[src/rtl/aes_bus_master.sv]
// aes_bus_master
//   Bus initiator for the register-mapped AES peripheral. Takes one key/block/direction
//   request on a valid/ready stream, runs the register sequence (config, key load, init,
//   block load, next, result read) and returns the 128-bit result on a valid/ready stream.
//
// Ports
//   clk_i, rst_i              clock, asynchronous active-high reset
//   req_valid_i/req_ready_o   request handshake (ready only in IDLE)
//   req_key_i, req_block_i    128-bit key / block, word 0 in bits 127:96
//   req_encdec_i              1 = encrypt, 0 = decrypt
//   resp_valid_o/resp_ready_i response handshake
//   resp_data_o, resp_err_o   result (RESULT0 in bits 127:96), timeout flag
//   busy_o                    high whenever not IDLE
//   cs_o, we_o, addr_o,       peripheral register bus; rdata_i is combinational and
//   wdata_o, rdata_i          sampled in the same cycle as a read access
//
// Optional build macro: AES_MASTER_KEY_CACHE_EN
//   Keeps the last successfully initialised key; a request with the same key skips the
//   key load and init phases.

module aes_bus_master #(
    parameter int unsigned POST_WAIT = 2,
    parameter int unsigned TIMEOUT   = 1024
) (
    input  logic         clk_i,
    input  logic         rst_i,
    input  logic         req_valid_i,
    output logic         req_ready_o,
    input  logic [127:0] req_key_i,
    input  logic [127:0] req_block_i,
    input  logic         req_encdec_i,
    output logic         resp_valid_o,
    input  logic         resp_ready_i,
    output logic [127:0] resp_data_o,
    output logic         resp_err_o,
    output logic         busy_o,
    output logic         cs_o,
    output logic         we_o,
    output logic [7:0]   addr_o,
    output logic [31:0]  wdata_o,
    input  logic [31:0]  rdata_i
);

    // Peripheral register map and control bit positions.
    localparam logic [7:0]  ADDR_CTRL       = 8'h08;
    localparam logic [7:0]  ADDR_STATUS     = 8'h09;
    localparam logic [7:0]  ADDR_CONFIG     = 8'h0a;
    localparam logic [7:0]  ADDR_KEY0       = 8'h10;
    localparam logic [7:0]  ADDR_BLOCK0     = 8'h20;
    localparam logic [7:0]  ADDR_RESULT0    = 8'h30;
    localparam int unsigned CTRL_INIT_BIT   = 0;
    localparam int unsigned CTRL_NEXT_BIT   = 1;
    localparam int unsigned CTRL_ENCDEC_BIT = 2;

    localparam int unsigned WaitW = (POST_WAIT > 1) ? $clog2(POST_WAIT) : 1;
    localparam int unsigned TmoW  = (TIMEOUT > 1) ? $clog2(TIMEOUT) : 1;
    localparam logic [WaitW-1:0] WaitLast = WaitW'((POST_WAIT > 0) ? POST_WAIT - 1 : 0);
    localparam logic [TmoW-1:0]  TmoLast  = TmoW'((TIMEOUT > 0) ? TIMEOUT - 1 : 0);

    typedef enum logic [3:0] {
        StIdle, StWrCfg, StWrKey, StInit, StInitWait, StPollInit,
        StWrBlk, StNext, StNextWait, StPollNext, StRdRes, StResp
    } state_e;

    state_e            state_q, state_d;
    logic [127:0]      key_q, key_d;
    logic [127:0]      block_q, block_d;
    logic              encdec_q, encdec_d;
    logic [1:0]        word_q, word_d;
    logic [WaitW-1:0]  wait_q, wait_d;
    logic [TmoW-1:0]   tmo_q, tmo_d;
    logic [127:0]      res_q, res_d;
    logic              err_q, err_d;
`ifdef AES_MASTER_KEY_CACHE_EN
    logic [127:0]      last_key_q, last_key_d;
    logic              key_valid_q, key_valid_d;
`endif

    // Word slot 0 of a 128-bit vector sits in bits 127:96.
    logic [6:0] word_lsb;
    assign word_lsb = {~word_q, 5'd0};

    always_comb begin
        state_d  = state_q;
        key_d    = key_q;
        block_d  = block_q;
        encdec_d = encdec_q;
        word_d   = word_q;
        wait_d   = wait_q;
        tmo_d    = tmo_q;
        res_d    = res_q;
        err_d    = err_q;
`ifdef AES_MASTER_KEY_CACHE_EN
        last_key_d  = last_key_q;
        key_valid_d = key_valid_q;
`endif
        cs_o    = 1'b0;
        we_o    = 1'b0;
        addr_o  = 8'h00;
        wdata_o = 32'h0;

        unique case (state_q)
            StIdle: begin
                if (req_valid_i) begin
                    key_d    = req_key_i;
                    block_d  = req_block_i;
                    encdec_d = req_encdec_i;
                    res_d    = '0;
                    err_d    = 1'b0;
                    word_d   = 2'd0;
                    state_d  = StWrCfg;
                end
            end
            StWrCfg: begin
                cs_o = 1'b1;
                we_o = 1'b1;
                addr_o = ADDR_CONFIG;
                wdata_o[CTRL_ENCDEC_BIT] = encdec_q;
                word_d = 2'd0;
`ifdef AES_MASTER_KEY_CACHE_EN
                state_d = (key_valid_q && key_q == last_key_q) ? StWrBlk : StWrKey;
`else
                state_d = StWrKey;
`endif
            end
            StWrKey: begin
                cs_o    = 1'b1;
                we_o    = 1'b1;
                addr_o  = ADDR_KEY0 + {6'd0, word_q};
                wdata_o = key_q[word_lsb +: 32];
                word_d  = word_q + 2'd1;
                if (word_q == 2'd3) state_d = StInit;
            end
            StInit: begin
                cs_o = 1'b1;
                we_o = 1'b1;
                addr_o = ADDR_CTRL;
                wdata_o[CTRL_INIT_BIT] = 1'b1;
                wait_d  = '0;
                tmo_d   = '0;
                state_d = (POST_WAIT == 0) ? StPollInit : StInitWait;
            end
            StInitWait: begin
                wait_d = wait_q + 1'b1;
                if (wait_q == WaitLast) state_d = StPollInit;
            end
            StPollInit: begin
                cs_o   = 1'b1;
                addr_o = ADDR_STATUS;
                if (rdata_i[0]) begin
                    word_d  = 2'd0;
                    state_d = StWrBlk;
`ifdef AES_MASTER_KEY_CACHE_EN
                    last_key_d  = key_q;
                    key_valid_d = 1'b1;
`endif
                end else if (tmo_q == TmoLast) begin
                    err_d   = 1'b1;
                    res_d   = '0;
                    state_d = StResp;
`ifdef AES_MASTER_KEY_CACHE_EN
                    key_valid_d = 1'b0;
`endif
                end else begin
                    tmo_d = tmo_q + 1'b1;
                end
            end
            StWrBlk: begin
                cs_o    = 1'b1;
                we_o    = 1'b1;
                addr_o  = ADDR_BLOCK0 + {6'd0, word_q};
                wdata_o = block_q[word_lsb +: 32];
                word_d  = word_q + 2'd1;
                if (word_q == 2'd3) state_d = StNext;
            end
            StNext: begin
                cs_o = 1'b1;
                we_o = 1'b1;
                addr_o = ADDR_CTRL;
                wdata_o[CTRL_NEXT_BIT] = 1'b1;
                wait_d  = '0;
                tmo_d   = '0;
                state_d = (POST_WAIT == 0) ? StPollNext : StNextWait;
            end
            StNextWait: begin
                wait_d = wait_q + 1'b1;
                if (wait_q == WaitLast) state_d = StPollNext;
            end
            StPollNext: begin
                cs_o   = 1'b1;
                addr_o = ADDR_STATUS;
                if (rdata_i[1] && rdata_i[0]) begin
                    word_d  = 2'd0;
                    state_d = StRdRes;
                end else if (tmo_q == TmoLast) begin
                    err_d   = 1'b1;
                    res_d   = '0;
                    state_d = StResp;
`ifdef AES_MASTER_KEY_CACHE_EN
                    key_valid_d = 1'b0;
`endif
                end else begin
                    tmo_d = tmo_q + 1'b1;
                end
            end
            StRdRes: begin
                cs_o   = 1'b1;
                addr_o = ADDR_RESULT0 + {6'd0, word_q};
                res_d[word_lsb +: 32] = rdata_i;
                word_d = word_q + 2'd1;
                if (word_q == 2'd3) state_d = StResp;
            end
            StResp: begin
                if (resp_ready_i) state_d = StIdle;
            end
            default: state_d = StIdle;
        endcase
    end

    always_ff @(posedge clk_i or posedge rst_i) begin
        if (rst_i) begin
            state_q  <= StIdle;
            key_q    <= '0;
            block_q  <= '0;
            encdec_q <= 1'b0;
            word_q   <= '0;
            wait_q   <= '0;
            tmo_q    <= '0;
            res_q    <= '0;
            err_q    <= 1'b0;
`ifdef AES_MASTER_KEY_CACHE_EN
            last_key_q  <= '0;
            key_valid_q <= 1'b0;
`endif
        end else begin
            state_q  <= state_d;
            key_q    <= key_d;
            block_q  <= block_d;
            encdec_q <= encdec_d;
            word_q   <= word_d;
            wait_q   <= wait_d;
            tmo_q    <= tmo_d;
            res_q    <= res_d;
            err_q    <= err_d;
`ifdef AES_MASTER_KEY_CACHE_EN
            last_key_q  <= last_key_d;
            key_valid_q <= key_valid_d;
`endif
        end
    end

    assign req_ready_o  = (state_q == StIdle);
    assign busy_o       = (state_q != StIdle);
    assign resp_valid_o = (state_q == StResp);
    assign resp_data_o  = res_q;
    assign resp_err_o   = err_q;

endmodule

[config.mk]
export PLATFORM = sky130hd
export DESIGN_NAME = aes_bus_master
export DESIGN_NICKNAME = d
export VERILOG_FILES = /design/src/rtl/aes_bus_master.sv
export SDC_FILE = /design/constraint.sdc
export NUM_CORES = 1
export LEC_CHECK = 0
export CORE_ASPECT_RATIO = 0.6
export CORE_UTILIZATION = 49
export DETAILED_ROUTE_END_ITERATION = 16
export GPL_TIMING_DRIVEN = 0
export PLACE_DENSITY = 0.81
export SYNTH_ARGS = -nofsm -noshare
export SYNTH_HDL_FRONTEND = slang
export SYNTH_SLANG_ARGS = --single-unit
[constraint.sdc]
create_clock -name clk_i -period 16.9 [get_ports clk_i]
set_clock_uncertainty 0.1 [all_clocks]
set_input_delay 3.38 -clock clk_i [delete_from_list [all_inputs] [get_ports clk_i]]
set_output_delay 3.38 -clock clk_i [all_outputs]
set_load 0.005 [all_outputs]
==> results.md <==
* Outcome: finished, final reports clean
* CTS resizes at 0
* Worst-Margin Slew at 1.02 ns
* Reg power frac at 0.386
* Antenna-violating nets left at 0
* RSZ-0062 raised after global routing: false
* Area contributors post-synth: dfrtp_1 59%, mux2_2 17%, mux4_2 8.4%
* Max Cap Viol at 0
* Top_reg_cell synth: dfrtp_1
* # IOs at 467
* DRC viols at 0
* Vias in the first global route at 13300
* Routed len/inst at 26.5 um
* Post-Syn Instances at approximately 1100
* CP max FO at 10
* Synthesized area per cell at between 15 and 20 sq um
* R2r setup slk at 12.57 ns
* First-pass GRT wire length at approximately 85000 um
* Endpoints failing setup at 0
* Yosys Warn Count at 0
* Sw frac at 0.323
* Met2 Usage GRT at 0.496
* First-pass DRT Iterations at 5
* Hold Buf Count CTS at 0
* Top-count cell post-synth: dfrtp_1
* Fillers at 2413
* Clock sinks at 403
* FF+latch count, synth at 403
* Overall Power at ~3.9 mW
* Global placer's final weighted congestion at slightly above 0.9
* Starting Density at 0.504
* Critical Path Start Type: flip-flop
* Required @ worst endpoint at 13.42 ns
* Initial antenna violation count at 8
* Fmax at around 140 MHz
* Sum Neg Setup Slack at 0 ns
* Largest net degree at the start of global routing at 121
* TritonCTS clock tree: built
* Power per cell area at roughly 160 nW/um^2
* Reg2reg end: resp_data_o[29]
* Worst Path Arrival at ~3.7 ns
* Share of layout cells above drive strength 1 at 0.269
* Area Overhead vs Synth at 38.1%
* Final hold vios at 0
* Max-slew violation count at 0
* Met3 Use GR at 0.0658
* Internal Power at 2.62 mW
* Core area at around 34000 sq um
* Total grt overflow at 0
* Setup crit start: word_q[0]
* Die Ht at between 100 and 150 um
* I/O Buffers at ~460
* Finished Core Util at 0.696
* Latest clock arrival within the worst-skew pair at ~0.54 ns
* Seq/Total Area, Yosys at 0.585
* Storage cell area at between 10000 and 15000 sq um
* # H-tree levels at 2
* Total number of vias at around 13000
* HP Class: reg2reg
* Yosys top cell area share at 0.585
* Die Wd at around 240 um
* CTS buffer count at 38
* Post-synth EDFFs at 0
* Post-route non-filler standard cell count at 2128
* Total Nets Final at ~1900
* CTS clk-pin slew, worst paths at roughly 0.06 ns
* End of the critical path: wdata_o[30]
* Gr busiest metal: met2
* Multi-input gate area at 6670 sq um
* Minimum clock period at around 7.2 ns
* Placed cells at 2056
* Die ar. at around 36000 sq um
* Global Route met1 Usage at 0.460
* VDD IR max at 0.0000858 V
* Kind of critical path: reg2out
* Largest area contributor in the netlist: dfrtp_1
* Switching pwr at approximately 1.2 mW
* Leakage at 10.1 nW
* Worst Setup End Kind: output port
* Rows at 52
* Drt via density at about 6
* Worst R2R Path Depth at 9
* Clock root buffer: clkbuf_16
* Share of async-settable or async-resettable flops after synthesis at 1.00
* Longest Clk Path Bufs at 3
* Slew HR at 0.321
* Iteration-0 DRC Markers at between 900 and 1000
* Gate power share at 0.388
* FF-to-FF Start: word_q[0]
* Synth cell count leaders: 403 x dfrtp_1, 257 x mux2_2, 159 x a22o_1
* Yosys cell types at 55
* Hpwl dp at between 40000 and 50000 um
* Clock power share at 0.226
* Wirelength, routed at approximately 56000 um
* Final period util at 0.426
* Total track usage at 0.320
* Post-Synthesis Cell Area at 17200 sq um
* Postcts setup bufs at 0
cell usage in the layout, fill, tap and decap left out, types with 3 or more instances in the layout:
master           instances
a21oi_1                 11
buf_2                   53
mux2_2                 257
clkbuf_16               41
or3_1                    7
buf_6                    3
nand2b_1                 6
clkdlybuf4s50_1        462
conb_1                   3
diode_2                  5
clkbuf_8                 6
buf_4                    4
nor2_1                  10
or4_1                    5
nor2b_1                  4
nand3_1                 10
clkinv_2                 6
ha_1                     5
inv_1                    7
mux4_2                  64
a22o_1                 159
buf_1                    6
clkbuf_1                34
o211ai_1                 5
buf_16                   3
nor3_1                   5
o21ai_0                 18
nand2_1                 19
and2_1                   3
dfrtp_1                403
worst max-delay path: stages, from the launching register on:
cell and delay [ns]:
dfrtp_1 0.37, buf_2 0.27, buf_2 0.43, buf_2 0.53, buf_2 0.40, mux4_2 0.41, a22o_1 0.26, clkdlybuf4s50_1 0.50
how the worst min path moves through the flow:
stage / from / end / slack, ns / cells after the start
2_1_floorplan: block_q[32] / block_q[32] / 0.37 / 1
3_3_place_gp: key_q[90] / key_q[90] / 0.38 / 1
3_5_place_dp: resp_data_o[111] / resp_data_o[111] / 0.38 / 1
4_1_cts: resp_data_o[41] / resp_data_o[41] / 0.40 / 1
5_1_grt: resp_data_o[47] / resp_data_o[47] / 0.41 / 1
6_report: resp_data_o[118] / resp_data_o[118] / 0.40 / 1
logic make-up (layout without fill, tap and decap cells):
kind of cell,after synthesis,after routing,share of synthesized area
simple gates,83,83,0.0278
buf+inv,99,631,0.0276
mux,323,323,0.253
xor+xnor,1,1,0.000509
other cells,1,8,0.000218
compound gates,215,215,0.102
fa+ha+maj,5,5,0.00363
flops,403,403,0.585
power groups by stage:
stage	Sequential [mW]	Combinational, mW	Clock [mW]
floorplan	1.44	0.977	0
global placement	1.48	1.45	0
detailed placement	1.50	1.49	0
CTS	1.49	1.50	0.885
global route	1.53	1.59	0.926
finish	1.49	1.50	0.876
per-stage QoR:
stage / setup slack, ns / cell area (sq um) / hold slack [ns]
floorplan: 2.21 / 17200 / 0.374
CTS: 9.60 / 23800 / 0.402
global placement: -2.49 / 22400 / 0.382
global route: 9.49 / 23800 / 0.410
detailed placement: 10.17 / 22500 / 0.380
finish: 9.70 / 23800 / 0.400
flip-flops by register name (all words and copies together) (netlist names):
register and flops:
block_q 128, resp_data_o 128, key_q 128, state_q 4, encdec_q 1, tmo_q 10, resp_err_o 1, word_q 2
wait_q 1
metal layers:
layer  wire length (um)  up-vias
met5                 29        -
met1              24500     6753
met2              26300      518
li1                   -     5301
met4               1670        4
met3               3870       95
cell type report:
class / instances / area share
Sequential cell: 403 / 0.424
Multi-Input combinational cell: 630 / 0.281
Antenna cell: 5 / 0.000526
Clock buffer: 57 / 0.0482
Clock inverter: 10 / 0.00442
Tap cell: 459 / 0.0241
Timing Repair Buffer: 465 / 0.198
Inverter: 9 / 0.00174
Buffer: 90 / 0.0186
(Power assumes the default switching activity.)
